==> src/rtl/io_bus_if.sv <==
// Requester-side handshake bundle for io_bus_arbiter: two requesters sharing one
// completion/read-data return path.
interface io_bus_if;
  logic        req0;
  logic        req1;
  logic        we0;
  logic        we1;
  logic [7:0]  addr0;
  logic [7:0]  addr1;
  logic [31:0] wdata0;
  logic [31:0] wdata1;
  logic        ack0;
  logic        ack1;
  logic [31:0] rdata;

  modport master (
    output req0, req1, we0, we1, addr0, addr1, wdata0, wdata1,
    input  ack0, ack1, rdata
  );

  modport slave (
    input  req0, req1, we0, we1, addr0, addr1, wdata0, wdata1,
    output ack0, ack1, rdata
  );
endinterface

==> src/rtl/io_bus_arbiter.sv <==
// Round-robin arbiter between CPU (0) and loader (1) onto a decoded bus:
// output ports 0-7, synchronized input ports 8-9, wait-stated memory 10-255.
module io_bus_arbiter #(
  parameter int WAIT_CYCLES = 1
) (
  input  logic        clk,
  input  logic        rst,
  io_bus_if.slave     bus,
  output logic        mem_we,
  output logic        mem_re,
  output logic [7:0]  mem_addr,
  output logic [31:0] mem_wdata,
  input  logic [31:0] mem_rdata,
  output logic        port_we,
  output logic [2:0]  port_addr,
  output logic [31:0] port_wdata,
  input  logic [1:0]  in_ports,
  output logic        busy
);

  typedef enum logic [1:0] {IDLE, ACCESS, WAIT, ACK} state_t;

  state_t      state;
  logic        last_grant;
  logic        gnt;
  logic [3:0]  wait_cnt;
  logic [1:0]  sync_q;
  logic [1:0]  sync_in;
  logic        g_we;
  logic [7:0]  g_addr;
  logic        pick;
  logic        sel_we;
  logic [7:0]  sel_addr;
  logic [31:0] sel_wdata;
  logic        finish;
  logic [31:0] rd_val;

  function automatic logic is_mem(input logic [7:0] a);
    return a >= 8'd10;
  endfunction

  function automatic logic is_in(input logic [7:0] a);
    return a[7:1] == 7'd4;
  endfunction

  function automatic logic is_out(input logic [7:0] a);
    return a < 8'd8;
  endfunction

  always_comb begin
    pick = bus.req1;
    if (bus.req0 && bus.req1) pick = ~last_grant;
    else if (bus.req0)        pick = 1'b0;
    sel_we    = pick ? bus.we1    : bus.we0;
    sel_addr  = pick ? bus.addr1  : bus.addr0;
    sel_wdata = pick ? bus.wdata1 : bus.wdata0;
  end

  // Last strobe cycle: single-cycle ACCESS for ports, final WAIT cycle for memory.
  always_comb begin
    finish = 1'b0;
    if (state == ACCESS) finish = !(is_mem(g_addr) && (WAIT_CYCLES != 0));
    if (state == WAIT)   finish = (wait_cnt == 4'd0);
    rd_val = 32'h0;
    if (!g_we) begin
      if (is_mem(g_addr))     rd_val = mem_rdata;
      else if (is_in(g_addr)) rd_val = {31'b0, sync_in[g_addr[0]]};
    end
  end

  assign busy = (state != IDLE);

  // Granted payload is captured once; later requester changes are ignored.
  always_ff @(posedge clk) begin
    if (state == IDLE && (bus.req0 || bus.req1)) begin
      g_we   <= sel_we;
      g_addr <= sel_addr;
    end
  end

  always_ff @(posedge clk or negedge rst) begin
    if (!rst) begin
      state      <= IDLE;
      last_grant <= 1'b1;
      gnt        <= 1'b0;
      wait_cnt   <= 4'd0;
      sync_q     <= 2'b00;
      sync_in    <= 2'b00;
      bus.ack0   <= 1'b0;
      bus.ack1   <= 1'b0;
      bus.rdata  <= 32'h0;
      mem_we     <= 1'b0;
      mem_re     <= 1'b0;
      mem_addr   <= 8'h0;
      mem_wdata  <= 32'h0;
      port_we    <= 1'b0;
      port_addr  <= 3'h0;
      port_wdata <= 32'h0;
    end else begin
      sync_q  <= in_ports;
      sync_in <= sync_q;
      case (state)
        IDLE: begin
          if (bus.req0 || bus.req1) begin
            gnt   <= pick;
            state <= ACCESS;
            if (is_out(sel_addr) && sel_we) begin
              port_we    <= 1'b1;
              port_addr  <= sel_addr[2:0];
              port_wdata <= sel_wdata;
            end
            if (is_mem(sel_addr)) begin
              mem_we    <= sel_we;
              mem_re    <= !sel_we;
              mem_addr  <= sel_addr;
              mem_wdata <= sel_we ? sel_wdata : 32'h0;
            end
          end
        end
        ACCESS: begin
          port_we    <= 1'b0;
          port_addr  <= 3'h0;
          port_wdata <= 32'h0;
          if (!finish) begin
            state    <= WAIT;
            wait_cnt <= 4'(WAIT_CYCLES - 1);
          end
        end
        WAIT: begin
          if (!finish) wait_cnt <= wait_cnt - 4'd1;
        end
        ACK: begin
          bus.ack0   <= 1'b0;
          bus.ack1   <= 1'b0;
          bus.rdata  <= 32'h0;
          last_grant <= gnt;
          state      <= IDLE;
        end
        default: state <= IDLE;
      endcase
      if (finish) begin
        state     <= ACK;
        bus.ack0  <= ~gnt;
        bus.ack1  <= gnt;
        bus.rdata <= rd_val;
        mem_we    <= 1'b0;
        mem_re    <= 1'b0;
        mem_addr  <= 8'h0;
        mem_wdata <= 32'h0;
      end
    end
  end

endmodule

==> src/flat_wrapper.sv <==
// flat-port wrapper written by rule: the top's interface ports become plain ports
module io_bus_arbiter_flat 
#(
  parameter int WAIT_CYCLES = 1
)
  (clk, rst, mem_we, mem_re, mem_addr, mem_wdata, mem_rdata, port_we, port_addr, port_wdata, in_ports, busy, bus_req0, bus_req1, bus_we0, bus_we1, bus_addr0, bus_addr1, bus_wdata0, bus_wdata1, bus_ack0, bus_ack1, bus_rdata);
  io_bus_if bus_i ();
  input  logic clk;
  input  logic rst;
  output logic mem_we;
  output logic mem_re;
  output logic [7:0] mem_addr;
  output logic [31:0] mem_wdata;
  input  logic [31:0] mem_rdata;
  output logic port_we;
  output logic [2:0] port_addr;
  output logic [31:0] port_wdata;
  input  logic [1:0] in_ports;
  output logic busy;
  input wire logic [$bits(bus_i.req0)-1:0] bus_req0;
  input wire logic [$bits(bus_i.req1)-1:0] bus_req1;
  input wire logic [$bits(bus_i.we0)-1:0] bus_we0;
  input wire logic [$bits(bus_i.we1)-1:0] bus_we1;
  input wire logic [$bits(bus_i.addr0)-1:0] bus_addr0;
  input wire logic [$bits(bus_i.addr1)-1:0] bus_addr1;
  input wire logic [$bits(bus_i.wdata0)-1:0] bus_wdata0;
  input wire logic [$bits(bus_i.wdata1)-1:0] bus_wdata1;
  output wire logic [$bits(bus_i.ack0)-1:0] bus_ack0;
  output wire logic [$bits(bus_i.ack1)-1:0] bus_ack1;
  output wire logic [$bits(bus_i.rdata)-1:0] bus_rdata;
  assign bus_i.req0 = bus_req0;
  assign bus_i.req1 = bus_req1;
  assign bus_i.we0 = bus_we0;
  assign bus_i.we1 = bus_we1;
  assign bus_i.addr0 = bus_addr0;
  assign bus_i.addr1 = bus_addr1;
  assign bus_i.wdata0 = bus_wdata0;
  assign bus_i.wdata1 = bus_wdata1;
  assign bus_ack0 = bus_i.ack0;
  assign bus_ack1 = bus_i.ack1;
  assign bus_rdata = bus_i.rdata;
  io_bus_arbiter #(.WAIT_CYCLES(WAIT_CYCLES)) u_core (.clk(clk), .rst(rst), .bus(bus_i), .mem_we(mem_we), .mem_re(mem_re), .mem_addr(mem_addr), .mem_wdata(mem_wdata), .mem_rdata(mem_rdata), .port_we(port_we), .port_addr(port_addr), .port_wdata(port_wdata), .in_ports(in_ports), .busy(busy));
endmodule
==> config.mk <==
export PLATFORM = sky130hd
export DESIGN_NAME = io_bus_arbiter_flat
export DESIGN_NICKNAME = d
export VERILOG_FILES = /design/src/rtl/io_bus_if.sv /design/src/rtl/io_bus_arbiter.sv /design/src/flat_wrapper.sv
export SDC_FILE = /design/constraint.sdc
export NUM_CORES = 1
export LEC_CHECK = 0
export ABC_AREA = 1
export CAP_MARGIN = 20
export CORE_MARGIN = 3
export CORE_UTILIZATION = 50
export DETAILED_ROUTE_END_ITERATION = 8
export DONT_BUFFER_PORTS = 1
export RECOVER_POWER = 100
export SYNTH_ARGS = -nofsm -noshare
export SYNTH_HDL_FRONTEND = slang
export SYNTH_SLANG_ARGS = --single-unit
export TNS_END_PERCENT = 50
==> constraint.sdc <==
create_clock -name clk -period 2.4 [get_ports clk]
set_input_delay 0.6 -clock clk [delete_from_list [all_inputs] [get_ports clk]]
set_output_delay 0.6 -clock clk [all_outputs]
set_load 0.005 [all_outputs]
**Word level (Yosys, flattened, before mapping)**

Cells that the tools add are included.

- Input port bits: 120
- Output and inout port bits: 113
- Register bits after elaboration: 133
- Word-level logic and storage cells: 104

- Bitwise gates (word level): 2
- Equality and inequality tests: 9
- Reductions and logical operators: 21
- Add/sub/neg operators: 1
- Order comparisons: 4
- Muxes and demuxes: 49

Operators by type and width:

| kind | count |
|---|---|
| 2-to-1 mux 32 bit | 12 |
| one-hot mux 32 bit (2 select lines) | 1 |
| 2-to-1 mux 8 bit | 5 |
| 2-to-1 mux 1 bit | 21 |
| greater-or-equal comparator 8 x 4 -> 1 bit, second input constant | 2 |
| nonzero test 2 bit | 7 |
| AND reduction 3 bit | 3 |
| less-than comparator 8 x 4 -> 1 bit, second input constant | 1 |
| 2-to-1 mux 4 bit | 2 |
| != test 2 bit, second input constant | 4 |
| one-hot mux 4 bit (2 select lines) | 1 |
| equality test 7 x 3 -> 1 bit, second input constant | 1 |
| 2-to-1 mux 3 bit | 2 |
| one-hot mux 2 bit (3 select lines) | 1 |
| one-hot mux 3 bit (2 select lines) | 1 |
| equality test 2 bit, second input constant | 2 |
| zero test 4 bit | 1 |
| 2-to-1 mux 2 bit | 2 |
| AND reduction 2 bit | 2 |
| nonzero test 4 bit | 1 |
| subtractor 4 x 1 -> 4 bit, second input constant | 1 |
| logical AND 1 bit | 3 |
| != test 3 x 2 -> 1 bit, second input constant | 1 |
| equality test 2 x 1 -> 1 bit, second input constant | 1 |
| 6 further kinds | 8 |

**Longest topological paths before layout**

- Depth after elaboration: 8
- Gate-level depth with buffers: 12
- Gate-level depth less buffers: 11

**Worst setup path after synthesis**

No wires, ideal clock.

- Path kind: flip-flop to flip-flop
- Start: register u_core.state[0]
- End: register u_core.g_addr[0] (enable)
- Path slack: 0.527 ns
- Required time: 2.024 ns
- Period minus slack after synthesis: 1.873 ns
- Stages on the path, launching flop included: 6
- Setup time: 0.376 ns
- Arrival time: 1.496 ns
- Path buffers: 1
- Cells stage by stage: dfrtp_1 > inv_1 > ha_1 > inv_1 > nor2_2 > clkbuf_1

- Cells in the longest elaborated chain, start to end: 2

Ends and longest elaborated chain:

| what | RTL line | RTL |
|---|---|---|
| from (decl) | io_bus_arbiter.sv:23 | `state_t state;` |
| from (signal assigned) | io_bus_arbiter.sv:83 | `state <= IDLE;` |
| from (signal assigned) | io_bus_arbiter.sv:106 | `state <= ACCESS;` |
| from (signal assigned) | io_bus_arbiter.sv:125 | `state <= WAIT;` |
| zero test 2 bit | io_bus_arbiter.sv:75 | `if (state == IDLE && (bus.req0 \|\| bus.req1)) begin` |
| logical AND 1 bit | io_bus_arbiter.sv:75 |  |
| to (signal assigned) | io_bus_arbiter.sv:77 | `g_addr <= sel_addr;` |
| to (decl) | io_bus_arbiter.sv:30 | `logic [7:0] g_addr;` |

No other way between the ends.
A chain may end at the register's enable or synchronous reset.

**Worst setup path after layout**

- Start: register u_core.last_grant
- End: register u_core.port_we

- Cells in the longest elaborated chain, start to end: 7
- Elaborated cells between the ends (all ways): 8
- Classes of those cells: 1 x order compare; 1 x eq/ne; 3 x mux; 1 x bitwise; 2 x reduce/logical

Ends and longest elaborated chain:

| what | RTL line | RTL |
|---|---|---|
| from (decl) | io_bus_arbiter.sv:24 | `logic last_grant;` |
| from (signal assigned) | io_bus_arbiter.sv:136 | `last_grant <= gnt;` |
| NOT 1 bit (*) | io_bus_arbiter.sv:52 | `if (bus.req0 && bus.req1) pick = ~last_grant;` |
| 2-to-1 mux 1 bit (*) | io_bus_arbiter.sv:52 |  |
| 2-to-1 mux 8 bit | io_bus_arbiter.sv:55 | `sel_addr = pick ? bus.addr1 : bus.addr0;` |
| less-than comparator 8 x 4 -> 1 bit | io_bus_arbiter.sv:47 | `return a < 8'd8;` |
| logical AND 1 bit (*) | io_bus_arbiter.sv:107 | `if (is_out(sel_addr) && sel_we) begin` |
| != test 2 bit (no line) (*) | n/a |  |
| AND reduction 3 bit (no line) (*) | n/a |  |
| to (signal assigned) | io_bus_arbiter.sv:96 | `port_we <= 1'b0;` |
| to (signal assigned) | io_bus_arbiter.sv:108 | `port_we <= 1'b1;` |
| to (signal assigned) | io_bus_arbiter.sv:121 | `port_we <= 1'b0;` |
| to (decl) | io_bus_arbiter.sv:14 | `output logic port_we,` |

Mark *: on every way between the ends. The rest lies on a longest branch, timed or not.

==> metrics list <==
- After detailed routing, the number of remaining DRC violations is 0.
- The die covers 0.0138 mm2.
- Worst EP arrival: 2.51 ns
* Largest area contributor in the netlist: sky130_fd_sc_hd__dfrtp_1
- Sequential area share after synthesis: 54.1%
- The critical path contains buffers and inverters numbering 3 combined.
- Die width: 118 um
- The run finished, with violations left.
- Series of cell instances along the critical path: nand2_1, buf_4, nand3b_1, nand2_1, nand2_1, nor2_4, buf_4, nand2_2, buf_4, nand3_1, nand2_1
- Counting flops with a built-in enable in the synthesized netlist gives 9.
- The number of hold violations in the final report was 123.
- In this run the remaining antenna-violating nets after routing total 0.
- Sequential fraction of design power: 42.7%
* Slowest Stage Delay on Critical Path: 0.54 ns
- Cells with a size suffix above 1 make up 8.23% of the layout.
- Reg-to-reg critical path startpoint: u_core.last_grant$_DFFE_PN1P_
- In this run, synthesis produced a sequential element count of 133.
- Tightest Pin Transition: 0.662 ns
- Number of placement rows: 40
- By instance count, the leading cell after synthesis is sky130_fd_sc_hd__nand2_1.
- Detailed router's first-iteration violation count: 344
- The endpoint identified for the worst register-to-register timing path is u_core.port_we$_DFFE_PN0P_.
- Setup violations remaining at the end of the flow were counted as 0.
- GRT Resource Usage Total: 24.8%
* Aggregate global routing overflow: 0
- Relative to the synthesized area, the layout overhead comes to 11.5%.
- For this configuration, the core starts out at a cell density of 51.5%.
- The analysis attributes to net switching a power of 3220 uW.
* Violations in the final reports: hold timing
* Core Box Area: 0.0121 mm2
- Buffers from clock root to sink, at most: 2
- The cell area that synthesis handed to floorplanning was 0.00623 mm2.
- Insertion delay to the later sink of the worst-skew pair: 0.42 ns
* Switching power share of the total: 37.7%
- Wire per inst: 18.7 um
- Yosys synthesis warning count: 0
- STA classifies the critical path startpoint as a flip-flop.
- The setup path with the least slack is of type flip-flop to flip-flop.
* CTS clock-pin slew for the worst setup and hold paths: 0.05 ns
- The root buffer cell chosen for the clock tree is sky130_fd_sc_hd__clkbuf_16.
- Setup total negative slack on the finished layout was measured at 0 ns.
* Initial antenna violation count: 0
* I/O pins: 233
- Crit-path slowest cell: sky130_fd_sc_hd__dfstp_1
- Synthesized netlist cell count: 745
- Detailed placement ended at an HPWL of 11900 um.
* Largest net degree at the start of global routing: 125
* Min setup slack post-route: 0.242 ns
- CTS tree: yes
- Vertical die dimension: 118 um
- Critical Path RT: 2.75 ns
* Hold slack: -0.119 ns
- Routability-driven placement finished with a final weighted congestion of 0.897.
- The worst-case IR drop observed on VDD is 448 uV.
- Clock network fraction of design power: 28.1%
- Number of vias per cell: 5.74
- Static timing analysis puts the maximum clock frequency at 0.463 GHz.
* Crit Path Max Fanout: 36
- Total power divided by cell area: 1230 mW/mm2
- Across all register-to-register paths, the minimum setup slack is 0.24 ns.
- In this run the tool buffered the top-level ports with 0 buffer cells.
* Nets in the synthesized netlist: 871
- The max-slew violation count came to 0.
* RSZ-0062 raised after global routing: no
* Top cells by area in the synthesized netlist: sky130_fd_sc_hd__dfrtp_1 (49%), sky130_fd_sc_hd__nand2_1 (15%), sky130_fd_sc_hd__nand3_1 (9.6%)
- In this run the tightest slew margin relative to its limit is 55.9%.
* Worst min-delay path class: input pin to asynchronous set/reset pin
- At the end of the flow, the number of nets in the layout was 856.
- Prior to clock tree synthesis, the placed netlist has a worst setup slack of 0.173 ns.
- The internal portion of the total power is 5310 uW.
* Cell type group with the largest total delay on the critical path: simple AND/OR/NAND/NOR gates
- The clock tree synthesis step divided the H-tree into 4 levels.
- Min Clock Period, post-route: 2.16 ns
- In this design, the critical path's most frequently occurring cell is sky130_fd_sc_hd__nand2_1.
* Main synth FF type: sky130_fd_sc_hd__dfrtp_1
* Number of unique standard cell types used by synthesis: 25
- Clock tree synthesis found a total of 133 sinks.
- Kind of end point of the critical path: flip-flop
- Async SR Flop Fraction: 93.2%
- Diode count: 0
- Num CTS Buffers: 17
- Post-detailed-routing wire length: 17000 um
- Fraction of power consumed by combinational cells: 29.2%
- Power comes to 8520 uW.
- After synthesis, the largest area contributor takes up 49.4% of total cell area.
- The final critical path takes up 89.9% of the cycle.
- The first detailed-routing pass ran for 6 iterations.
* Length in cells of the worst reg-to-reg path: 11
- Total via count after detailed routing: 5216
- Wire length of the first global-routing pass: 27800 um
- Leakage power summed over all cells: 0.00366 uW
- Number of global-route vias before repair: 5069
- Count of maximum capacitance violations: 0
- Dividing the synthesized area by the synthesized cell count gives 8.37 um2.
- Top cells by instance count after synthesis: sky130_fd_sc_hd__nand2_1 (242), sky130_fd_sc_hd__dfrtp_1 (123), sky130_fd_sc_hd__nand3_1 (120), sky130_fd_sc_hd__nand4_1 (76), sky130_fd_sc_hd__o21ai_0 (43)
- Post-route clock skew: 0.00926 ns
==> area by class of cell <==
cell class                      instances  area, um2
Clock buffer                           27        534
Clock inverter                          3       15.0
Fill cell                            1129       5160
Inverter                               36        135
Multi-Input combinational cell        519       2480
Sequential cell                       133       3370
Tap cell                              168        210
Timing Repair Buffer                   23        206
==> cell usage in the layout, fill, tap and decap left out, drive strengths merged <==
master	instances
nand4	76
clkbuf	31
edfxtp	9
ha	6
buf	19
inv	36
nand3b	5
or2	2
o22ai	1
nand3	120
dfstp	1
o21ai	48
a21oi	3
nor2	11
clkinv	3
nor3	1
dfrtp	123
nand2	246
==> power by group through the flow <==
| stage | clock, uW | sequential, uW | combinational [uW] |
|---|---|---|---|
| finish | 2400 | 3640 | 2490 |
| CTS | 2440 | 3650 | 2520 |
| detailed placement | 0 | 3690 | 2510 |
| global placement | 0 | 3670 | 2350 |
| global route | 2550 | 3730 | 2830 |
| floorplan | 0 | 3450 | 1840 |
==> per-layer routing <==
metal | global-route usage [%] | vias to the layer above | wire length [um]
li1 | - | 2491 | -
met1 | 31.7 | 2473 | 6920
met2 | 38.7 | 233 | 8050
met3 | 10.1 | 19 | 1800
met4 | 8.13 | 0 | 206
met5 | 0 | - | 0
==> logic make-up (layout without fill, tap and decap cells) <==
logic type                 Yosys count  in the layout  synth area share [%]
and+or+nand+nor                    461            461                  34.1
buffers and inverters               93             89                  6.30
AOI/OAI and AO/OA                   52             52                  4.26
adders and majority gates            6              6                  1.20
DFF                                133            133                  54.1
==> through the flow <==
stage,instance area (um2),util [%],cells
after floorplan,6230,-,745
after global placement,6380,52.7,878
after detailed placement,6410,52.9,879
after CTS,6960,57.5,909
after global routing,6950,57.4,909
final,6950,57.4,909
==> timing repair <==
action                                  CTS  global route
buffers inserted                          0             0
endpoints found under the hold margin   123           123
endpoints found under the setup margin    0             3
gates resized for setup                   0             1
==> worst max path at each step <==
stage	slack (ns)	depth (start not counted)	endpoint	startpoint
after CTS	0.22	11	u_core.port_we$_DFFE_PN0P_	u_core.last_grant$_DFFE_PN1P_
after global routing	0.05	10	u_core.port_wdata[18]$_DFFE_PN0P_	u_core.last_grant$_DFFE_PN1P_
after global placement	0.17	8	u_core.bus.rdata[5]$_DFFE_PN0P_	u_core.state[0]$_DFFE_PN0P_
after floorplan	0.53	5	u_core.g_addr[0]$_DFFE_PP_	u_core.state[0]$_DFFE_PN0P_
after detailed placement	0.17	11	u_core.port_we$_DFFE_PN0P_	bus_req0
final	0.24	11	u_core.port_we$_DFFE_PN0P_	u_core.last_grant$_DFFE_PN1P_
==> registers in the layout (all words and copies together) (netlist names), 2 cells and up <==
register	count
u_core.mem_addr	8
u_core.mem_wdata	32
u_core.state	2
u_core.sync_in	2
u_core.sync_q	2
u_core.port_wdata	32
u_core.bus.rdata	32
u_core.g_addr	8
u_core.port_addr	3
u_core.wait_cnt	4
No activity file was read; power rests on OpenSTA's default activity.
